==> src/rtl/axis_sched_pkg.sv <==
// Shared types and default widths for the AXI-Stream destination scheduler.
// Used by axis_dest_scheduler (optional packet counters: AXIS_SCHED_PKT_CNT_EN).
package axis_sched_pkg;

    localparam int DEFAULT_DATA_WIDTH = 64;
    localparam int DEFAULT_DEST_WIDTH = 32;
    localparam int DEFAULT_KEEP_WIDTH = DEFAULT_DATA_WIDTH / 8;
    localparam int CNT_WIDTH          = 16;

    // Plain vector states keep the encoding visible to legacy tooling.
    typedef logic [1:0] sched_state_t;
    localparam sched_state_t ST_IDLE = 2'd0;
    localparam sched_state_t ST_ADDR = 2'd1;
    localparam sched_state_t ST_DATA = 2'd2;

    function automatic int next_ptr(input int idx, input int num_ports);
        return (idx + 1) % num_ports;
    endfunction

endpackage

==> src/rtl/axis_dest_scheduler_if.sv <==
// Packet, destination and address-token streams of axis_dest_scheduler.
// Modport master is the scheduler view, slave the sources/sinks view.
interface axis_dest_scheduler_if #(
    parameter int NUM_PORTS  = 4,
    parameter int DATA_WIDTH = 64,
    parameter int DEST_WIDTH = 32
) ();
    localparam int KEEP_WIDTH = DATA_WIDTH / 8;

    logic [NUM_PORTS*DATA_WIDTH-1:0] s_packet_axis_tdata;
    logic [NUM_PORTS*KEEP_WIDTH-1:0] s_packet_axis_tkeep;
    logic [NUM_PORTS-1:0]            s_packet_axis_tvalid;
    logic [NUM_PORTS-1:0]            s_packet_axis_tlast;
    logic [NUM_PORTS*DEST_WIDTH-1:0] s_packet_axis_tdest;
    logic [NUM_PORTS-1:0]            s_packet_axis_tready;

    logic [DATA_WIDTH-1:0]           m_packet_axis_tdata;
    logic [KEEP_WIDTH-1:0]           m_packet_axis_tkeep;
    logic                            m_packet_axis_tvalid;
    logic                            m_packet_axis_tlast;
    logic [DEST_WIDTH-1:0]           m_packet_axis_tdest;
    logic                            m_packet_axis_tready;

    logic [DEST_WIDTH-1:0]           m_addr_axis_tdata;
    logic                            m_addr_axis_tvalid;
    logic                            m_addr_axis_tlast;
    logic                            m_addr_axis_tready;

    modport master (
        input  s_packet_axis_tdata, s_packet_axis_tkeep, s_packet_axis_tvalid,
               s_packet_axis_tlast, s_packet_axis_tdest,
               m_packet_axis_tready, m_addr_axis_tready,
        output s_packet_axis_tready,
               m_packet_axis_tdata, m_packet_axis_tkeep, m_packet_axis_tvalid,
               m_packet_axis_tlast, m_packet_axis_tdest,
               m_addr_axis_tdata, m_addr_axis_tvalid, m_addr_axis_tlast
    );

    modport slave (
        output s_packet_axis_tdata, s_packet_axis_tkeep, s_packet_axis_tvalid,
               s_packet_axis_tlast, s_packet_axis_tdest,
               m_packet_axis_tready, m_addr_axis_tready,
        input  s_packet_axis_tready,
               m_packet_axis_tdata, m_packet_axis_tkeep, m_packet_axis_tvalid,
               m_packet_axis_tlast, m_packet_axis_tdest,
               m_addr_axis_tdata, m_addr_axis_tvalid, m_addr_axis_tlast
    );
endinterface

==> src/rtl/axis_dest_scheduler_rr_arbiter.sv <==
// Combinational round-robin picker: first requester at or above pointer, with wrap.
module rr_arbiter #(
    parameter int NUM_PORTS = 4
) (
    input  logic [NUM_PORTS-1:0]         req,
    input  logic [$clog2(NUM_PORTS)-1:0] pointer,
    output logic [$clog2(NUM_PORTS)-1:0] gnt_idx,
    output logic                         gnt_valid
);
    localparam int IDX_WIDTH = $clog2(NUM_PORTS);

    int cand;

    always_comb begin
        gnt_idx   = '0;
        gnt_valid = 1'b0;
        cand      = 0;
        for (int i = 0; i < NUM_PORTS; i++) begin
            cand = int'(pointer) + i;
            if (cand >= NUM_PORTS) begin
                cand = cand - NUM_PORTS;
            end
            if (!gnt_valid && req[cand]) begin
                gnt_valid = 1'b1;
                gnt_idx   = IDX_WIDTH'(cand);
            end
        end
    end
endmodule

==> src/rtl/axis_dest_scheduler.sv <==
// Packet-granular round-robin scheduler: one destination token, then the packet beats.
// Optional per-port tlast counters via `define AXIS_SCHED_PKT_CNT_EN.
module axis_dest_scheduler
    import axis_sched_pkg::*;
#(
    parameter int NUM_PORTS  = 4,
    parameter int DATA_WIDTH = DEFAULT_DATA_WIDTH,
    parameter int DEST_WIDTH = DEFAULT_DEST_WIDTH
) (
    input  logic                         clk,
    input  logic                         rst,
    axis_dest_scheduler_if.master        bus,
    output logic [$clog2(NUM_PORTS)-1:0] grant,
    output logic                         busy
`ifdef AXIS_SCHED_PKT_CNT_EN
    ,
    output logic [NUM_PORTS*CNT_WIDTH-1:0] pkt_count
`endif
);
    localparam int KEEP_WIDTH = DATA_WIDTH / 8;
    localparam int IDX_WIDTH  = $clog2(NUM_PORTS);

    sched_state_t          state;
    logic [IDX_WIDTH-1:0]  pointer;
    logic [IDX_WIDTH-1:0]  arb_idx;
    logic                  arb_valid;
    logic [DEST_WIDTH-1:0] dest_reg;
    logic [DEST_WIDTH-1:0] req_dest;
    logic [DATA_WIDTH-1:0] sel_data;
    logic [KEEP_WIDTH-1:0] sel_keep;
    logic                  sel_valid;
    logic                  sel_last;
    logic                  in_data;
    logic                  pkt_last_hs;

    rr_arbiter #(.NUM_PORTS(NUM_PORTS)) u_arb (
        .req       (bus.s_packet_axis_tvalid),
        .pointer   (pointer),
        .gnt_idx   (arb_idx),
        .gnt_valid (arb_valid)
    );

    assign req_dest = bus.s_packet_axis_tdest[int'(arb_idx)*DEST_WIDTH +: DEST_WIDTH];

    always_ff @(posedge clk or negedge rst) begin
        if (!rst) begin
            state    <= ST_IDLE;
            pointer  <= '0;
            grant    <= '0;
            dest_reg <= '0;
        end else begin
            case (state)
                ST_IDLE: begin
                    if (arb_valid) begin
                        grant    <= arb_idx;
                        dest_reg <= req_dest;
                        pointer  <= IDX_WIDTH'(next_ptr(int'(arb_idx), NUM_PORTS));
                        state    <= ST_ADDR;
                    end
                end
                ST_ADDR: if (bus.m_addr_axis_tready) state <= ST_DATA;
                ST_DATA: if (pkt_last_hs) state <= ST_IDLE;
                default: state <= ST_IDLE;
            endcase
        end
    end

    // Packet outputs depend only on state and the granted source, never on the token ready.
    always_comb begin
        in_data   = (state == ST_DATA);
        sel_data  = bus.s_packet_axis_tdata[int'(grant)*DATA_WIDTH +: DATA_WIDTH];
        sel_keep  = bus.s_packet_axis_tkeep[int'(grant)*KEEP_WIDTH +: KEEP_WIDTH];
        sel_valid = bus.s_packet_axis_tvalid[grant];
        sel_last  = bus.s_packet_axis_tlast[grant];

        bus.m_packet_axis_tvalid = in_data & sel_valid;
        bus.m_packet_axis_tlast  = in_data & sel_last;
        bus.m_packet_axis_tdata  = in_data ? sel_data : '0;
        bus.m_packet_axis_tkeep  = in_data ? sel_keep : '0;
        bus.m_packet_axis_tdest  = dest_reg;

        bus.s_packet_axis_tready = '0;
        if (in_data) begin
            bus.s_packet_axis_tready[grant] = bus.m_packet_axis_tready;
        end

        bus.m_addr_axis_tvalid = (state == ST_ADDR);
        bus.m_addr_axis_tlast  = (state == ST_ADDR);
        bus.m_addr_axis_tdata  = dest_reg;

        busy        = (state != ST_IDLE);
        pkt_last_hs = in_data & sel_valid & sel_last & bus.m_packet_axis_tready;
    end

`ifdef AXIS_SCHED_PKT_CNT_EN
    logic [CNT_WIDTH-1:0] cnt [NUM_PORTS];

    always_ff @(posedge clk or negedge rst) begin
        if (!rst) begin
            for (int i = 0; i < NUM_PORTS; i++) begin
                cnt[i] <= '0;
            end
        end else if (pkt_last_hs && (cnt[grant] != '1)) begin
            cnt[grant] <= cnt[grant] + 1'b1;
        end
    end

    for (genvar g = 0; g < NUM_PORTS; g++) begin : g_cnt
        assign pkt_count[g*CNT_WIDTH +: CNT_WIDTH] = cnt[g];
    end
`endif
endmodule

==> src/flat_wrapper.sv <==
// flat-port wrapper written by rule: the top's interface ports become plain ports
module axis_dest_scheduler_flat import axis_sched_pkg::*;
#(
    parameter int NUM_PORTS  = 4,
    parameter int DATA_WIDTH = DEFAULT_DATA_WIDTH,
    parameter int DEST_WIDTH = DEFAULT_DEST_WIDTH
)
  (clk, rst, grant, busy, bus_s_packet_axis_tdata, bus_s_packet_axis_tkeep, bus_s_packet_axis_tvalid, bus_s_packet_axis_tlast, bus_s_packet_axis_tdest, bus_m_packet_axis_tready, bus_m_addr_axis_tready, bus_s_packet_axis_tready, bus_m_packet_axis_tdata, bus_m_packet_axis_tkeep, bus_m_packet_axis_tvalid, bus_m_packet_axis_tlast, bus_m_packet_axis_tdest, bus_m_addr_axis_tdata, bus_m_addr_axis_tvalid, bus_m_addr_axis_tlast);
  axis_dest_scheduler_if #(.NUM_PORTS(NUM_PORTS), .DATA_WIDTH(DATA_WIDTH), .DEST_WIDTH(DEST_WIDTH)) bus_i ();
  input  logic clk;
  input  logic rst;
  output logic [$clog2(NUM_PORTS)-1:0] grant;
  output logic busy;
  input wire logic [$bits(bus_i.s_packet_axis_tdata)-1:0] bus_s_packet_axis_tdata;
  input wire logic [$bits(bus_i.s_packet_axis_tkeep)-1:0] bus_s_packet_axis_tkeep;
  input wire logic [$bits(bus_i.s_packet_axis_tvalid)-1:0] bus_s_packet_axis_tvalid;
  input wire logic [$bits(bus_i.s_packet_axis_tlast)-1:0] bus_s_packet_axis_tlast;
  input wire logic [$bits(bus_i.s_packet_axis_tdest)-1:0] bus_s_packet_axis_tdest;
  input wire logic [$bits(bus_i.m_packet_axis_tready)-1:0] bus_m_packet_axis_tready;
  input wire logic [$bits(bus_i.m_addr_axis_tready)-1:0] bus_m_addr_axis_tready;
  output wire logic [$bits(bus_i.s_packet_axis_tready)-1:0] bus_s_packet_axis_tready;
  output wire logic [$bits(bus_i.m_packet_axis_tdata)-1:0] bus_m_packet_axis_tdata;
  output wire logic [$bits(bus_i.m_packet_axis_tkeep)-1:0] bus_m_packet_axis_tkeep;
  output wire logic [$bits(bus_i.m_packet_axis_tvalid)-1:0] bus_m_packet_axis_tvalid;
  output wire logic [$bits(bus_i.m_packet_axis_tlast)-1:0] bus_m_packet_axis_tlast;
  output wire logic [$bits(bus_i.m_packet_axis_tdest)-1:0] bus_m_packet_axis_tdest;
  output wire logic [$bits(bus_i.m_addr_axis_tdata)-1:0] bus_m_addr_axis_tdata;
  output wire logic [$bits(bus_i.m_addr_axis_tvalid)-1:0] bus_m_addr_axis_tvalid;
  output wire logic [$bits(bus_i.m_addr_axis_tlast)-1:0] bus_m_addr_axis_tlast;
  assign bus_i.s_packet_axis_tdata = bus_s_packet_axis_tdata;
  assign bus_i.s_packet_axis_tkeep = bus_s_packet_axis_tkeep;
  assign bus_i.s_packet_axis_tvalid = bus_s_packet_axis_tvalid;
  assign bus_i.s_packet_axis_tlast = bus_s_packet_axis_tlast;
  assign bus_i.s_packet_axis_tdest = bus_s_packet_axis_tdest;
  assign bus_i.m_packet_axis_tready = bus_m_packet_axis_tready;
  assign bus_i.m_addr_axis_tready = bus_m_addr_axis_tready;
  assign bus_s_packet_axis_tready = bus_i.s_packet_axis_tready;
  assign bus_m_packet_axis_tdata = bus_i.m_packet_axis_tdata;
  assign bus_m_packet_axis_tkeep = bus_i.m_packet_axis_tkeep;
  assign bus_m_packet_axis_tvalid = bus_i.m_packet_axis_tvalid;
  assign bus_m_packet_axis_tlast = bus_i.m_packet_axis_tlast;
  assign bus_m_packet_axis_tdest = bus_i.m_packet_axis_tdest;
  assign bus_m_addr_axis_tdata = bus_i.m_addr_axis_tdata;
  assign bus_m_addr_axis_tvalid = bus_i.m_addr_axis_tvalid;
  assign bus_m_addr_axis_tlast = bus_i.m_addr_axis_tlast;
  axis_dest_scheduler #(.NUM_PORTS(NUM_PORTS), .DATA_WIDTH(DATA_WIDTH), .DEST_WIDTH(DEST_WIDTH)) u_core (.clk(clk), .rst(rst), .bus(bus_i), .grant(grant), .busy(busy));
endmodule
==> config.mk <==
export PLATFORM = sky130hd
export DESIGN_NAME = axis_dest_scheduler_flat
export DESIGN_NICKNAME = d
export VERILOG_FILES = /design/src/rtl/axis_sched_pkg.sv /design/src/rtl/axis_dest_scheduler_if.sv /design/src/rtl/axis_dest_scheduler_rr_arbiter.sv /design/src/rtl/axis_dest_scheduler.sv /design/src/flat_wrapper.sv
export SDC_FILE = /design/constraint.sdc
export NUM_CORES = 1
export LEC_CHECK = 0
export CORE_AREA = 2 2 226 228
export CTS_CLUSTER_DIAMETER = 120
export DETAILED_ROUTE_END_ITERATION = 8
export DIE_AREA = 0 0 228 230
export PLACE_DENSITY = 0.43
export SLEW_MARGIN = 20
export SYNTH_ARGS = -nofsm -noshare
export SYNTH_HDL_FRONTEND = slang
export SYNTH_SLANG_ARGS = --single-unit
==> constraint.sdc <==
create_clock -name clk -period 2.87 [get_ports clk]
set_clock_uncertainty 0.15 [all_clocks]
set_input_delay 0.287 -clock clk [delete_from_list [all_inputs] [get_ports clk]]
set_output_delay 0.287 -clock clk [all_outputs]
set_load 0.02 [all_outputs]
==> summary.txt <==
Placed design
  • DP Cell Count: 1,663
  • DP Worst Slack: 174 ps
  • Placer congestion estimate: 0.954
  • Hpwl dp: 31.2 mm
  • Port bufs: 574
  • Placed Area: 0.0116 sq mm

Floorplan
  • Total Die Area: 0.0524 sq mm
  • FP Rows: 82
  • Die Width: 228 um
  • Core Box Area: 0.0499 sq mm
  • # IOs: 575
  • Die H: 230 um
  • Initial Util: 10.6%

Power
  • P_leak: 4.33 nW
  • Power, Total: 9.06 mW
  • PD cells: 761 mW/mm^2
  • Maximum VDD drop: 0.345 mV

Route
  • Iter 0 DRT Violations: 205
  • Routed len/inst: 22.0 um
  • Detail Route Antenna Nets: 0
  • Drt via density: 3.79
  • DRC: 0
  • WL final: 36.9 mm
  • Via Count: 6,356
  • Pre-antenna DRT Iters: 4

Global route
  • Grt ovf: 0
  • Pin count of the biggest net entering global routing: 78
  • Total global-route track usage: 13.5%
  • Number of global-route vias before repair: 6,712
  • Initial antenna violation count: 7
  • First-pass GRT wire length: 51.7 mm

Critical path
  • Worst path top cell family by delay: buffers and inverters
  • CP startpoint kind: register
  • CP Class: register to primary output
  • Slowest CP cell: clkdlybuf4s50_1
  • Crit path DAT: 2340 ps
  • Cells along the critical path: buf_12 -> buf_12 -> mux4_2 -> and2_1 -> clkdlybuf4s50_1
  • Most used cell, CP: buf_12
  • R2R depth: 6
  • CP Depth: 5
  • Worst path required time: 2430 ps
  • Critical-path maximum fanout: 21
  • Maximum cell stage delay along the critical path: 550 ps
  • Buf+Inv Stages, Crit Path: 3
  • Crit. End Element: primary output
  • Flop2flop setup slack: 580 ps

Synthesis
  • Leading area contributor after synthesis: mux4_2
  • EDFF count, synth: 0
  • Post-synth top area share: 31.6%
  • Cell Area, Synth: 0.00528 sq mm
  • Yosys reg bits: 38
  • Top FF cell, synth: dfrtp_1
  • Cells after Synth: 475
  • Ranking of synthesized cells by area: mux4_2 32%, dfrtp_1 18%, and2_1 8.9%, mux2i_1 6.1%, a2111oi_2 5.4%
  • Syn nets: 903
  • Count of cell types in the netlist: 34
  • Ys async rst share: 100%
  • Register area share after synthesis: 18.0%
  • Post-Syn Area per Cell: 11.1 sq um
  • Warnings from Yosys: 0

Clock network
  • Root buffer cell: clkbuf_16
  • H-tree depth: 2
  • Total CTS buffers: 5
  • Longest Clk Path Bufs: 2
  • CTS sink count: 38
  • Worst skew pair latency: 300 ps
  • CTS tree: done
  • Clock Pin Slew Worst Setup and Hold Paths: 70 ps

Finish
  • Ant diodes: 0
  • Final #Nets: 1,433
  • Post-layout util: 23.9%
  • Multi-input gate area: 0.00378 sq mm
  • P&R area growth vs syn: 126%
  • Commonest cells after routing, fill and taps aside: 562 x clkdlybuf4s50_1, 75 x and2_1, 74 x mux4_2, 40 x nor2_1, 36 x dfrtp_1
  • Post-Layout Cell Count: 1,677
  • Layout cells sized above 1: 16.1%
  • Leading cell type in the layout, fill and taps excluded: clkdlybuf4s50_1
  • Fillcell total: 5,357
  • Reg area: 958 sq um
  • Final Cell Area: 0.0119 sq mm

STA
  • Final setup violation count: 0
  • Minimum clock period: 2780 ps
  • Final Cycle Share: 96.9%
  • Slew of the pin with the lowest slew margin: 744 ps
  • Final hold vios: 0
  • Fin worst setup slack: 89.4 ps
  • Peak Freq: 360 MHz
  • Slew Limit Fails: 0
  • Unrepaired setup endpoints after global routing: false
  • Slew HR: 50.4%
  • Worst hold slack: 444 ps
  • Setup TNS: 0 ps

Min path
  • Hold Path Class: register to register
  • Hold Path Depth: 2

Job
  • Maxcap violations: 0

Outcome
  • Status: complete, no violations
-- where the power goes --
part	total (mW)	leakage [nW]	internal (mW)	switching, mW
Sequential	1.17	0.423	0.823	0.344
Clock	0.696	0.0829	0.431	0.265
Combinational	7.20	3.83	3.73	3.47
-- layout make-up --
cell class	instances	share of cell area [%]
Clock buffer	6	1.17
Clock inverter	1	0.252
Timing Repair Buffer	609	51.7
Multi-Input combinational cell	348	31.7
Tap cell	672	7.06
Sequential cell	38	8.04
Inverter	3	0.0945
-- final timing paths --
path                                             startpoint                          endpoint
max in group asynchronous                               rst   u_core.bus.m_addr_axis_tdata[9]
setup reg to reg                          u_core.pointer[0]  u_core.bus.m_addr_axis_tdata[17]
min in group asynchronous                               rst  u_core.bus.m_addr_axis_tdata[23]
hold reg to reg            u_core.bus.m_addr_axis_tdata[28]  u_core.bus.m_addr_axis_tdata[28]
hold / removal             u_core.bus.m_addr_axis_tdata[28]  u_core.bus.m_addr_axis_tdata[28]
setup / recovery                            u_core.grant[0]       bus_m_packet_axis_tdata[16]
-- flip-flops by register name, indices dropped and copies added (netlist names) --
name and count:
u_core.grant 2, u_core.state 2, u_core.pointer 2, u_core.bus.m_addr_axis_tdata 32
-- cell usage after synthesis, types with 2 or more instances --
cell type	count
nor3_1	2
mux4_2	74
o21ai_0	4
dfrtp_1	38
inv_1	3
buf_4	36
mux2i_1	32
and2_1	75
nand2_1	5
a211oi_1	18
a2111oi_2	19
a21o_1	3
buf_6	11
a2111oi_1	11
nor2b_1	2
a211oi_2	14
nand2b_1	2
nor2_1	40
and3_1	32
nand3_1	3
buf_2	13
buf_1	2
a2111oi_0	2
a21oi_1	2
clkbuf_1	23
-- logic make-up after synthesis --
kind of cell	count (synthesis)	synth area share, %
DFF	38	18.0
muxes	107	37.9
xor gates and xnor gates	1	0.166
AOI/OAI and AO/OA	76	15.5
and+or+nand+nor	164	17.6
buffers and inverters	89	10.8
-- routing by layer --
metal,track usage (%),up-vias,part of all wire [%]
li1,-,2872,-
met1,16.1,3134,40
met2,23.9,309,50
met3,4.44,29,8.1
met4,1.96,12,1.2
met5,0,-,0.22
-- worst register-to-register path, cell delays in order (launching register included) --
cell,delay [ps]
dfrtp_1,460
nor2b_1,200
o21ai_2,180
nand4b_4,390
buf_4,320
a2111oi_0,390
a211oi_1,90
-- repair_timing --
| action | in CTS | in global routing |
|---|---|---|
| gates resized for setup | 3 | 7 |
| buffers inserted | 6 | 0 |
| hold endpoints to repair | 26 | 0 |
| hold buffers | 1 | 0 |
| endpoints found under the setup margin | 61 | 6 |
(Power assumes the default switching activity.)
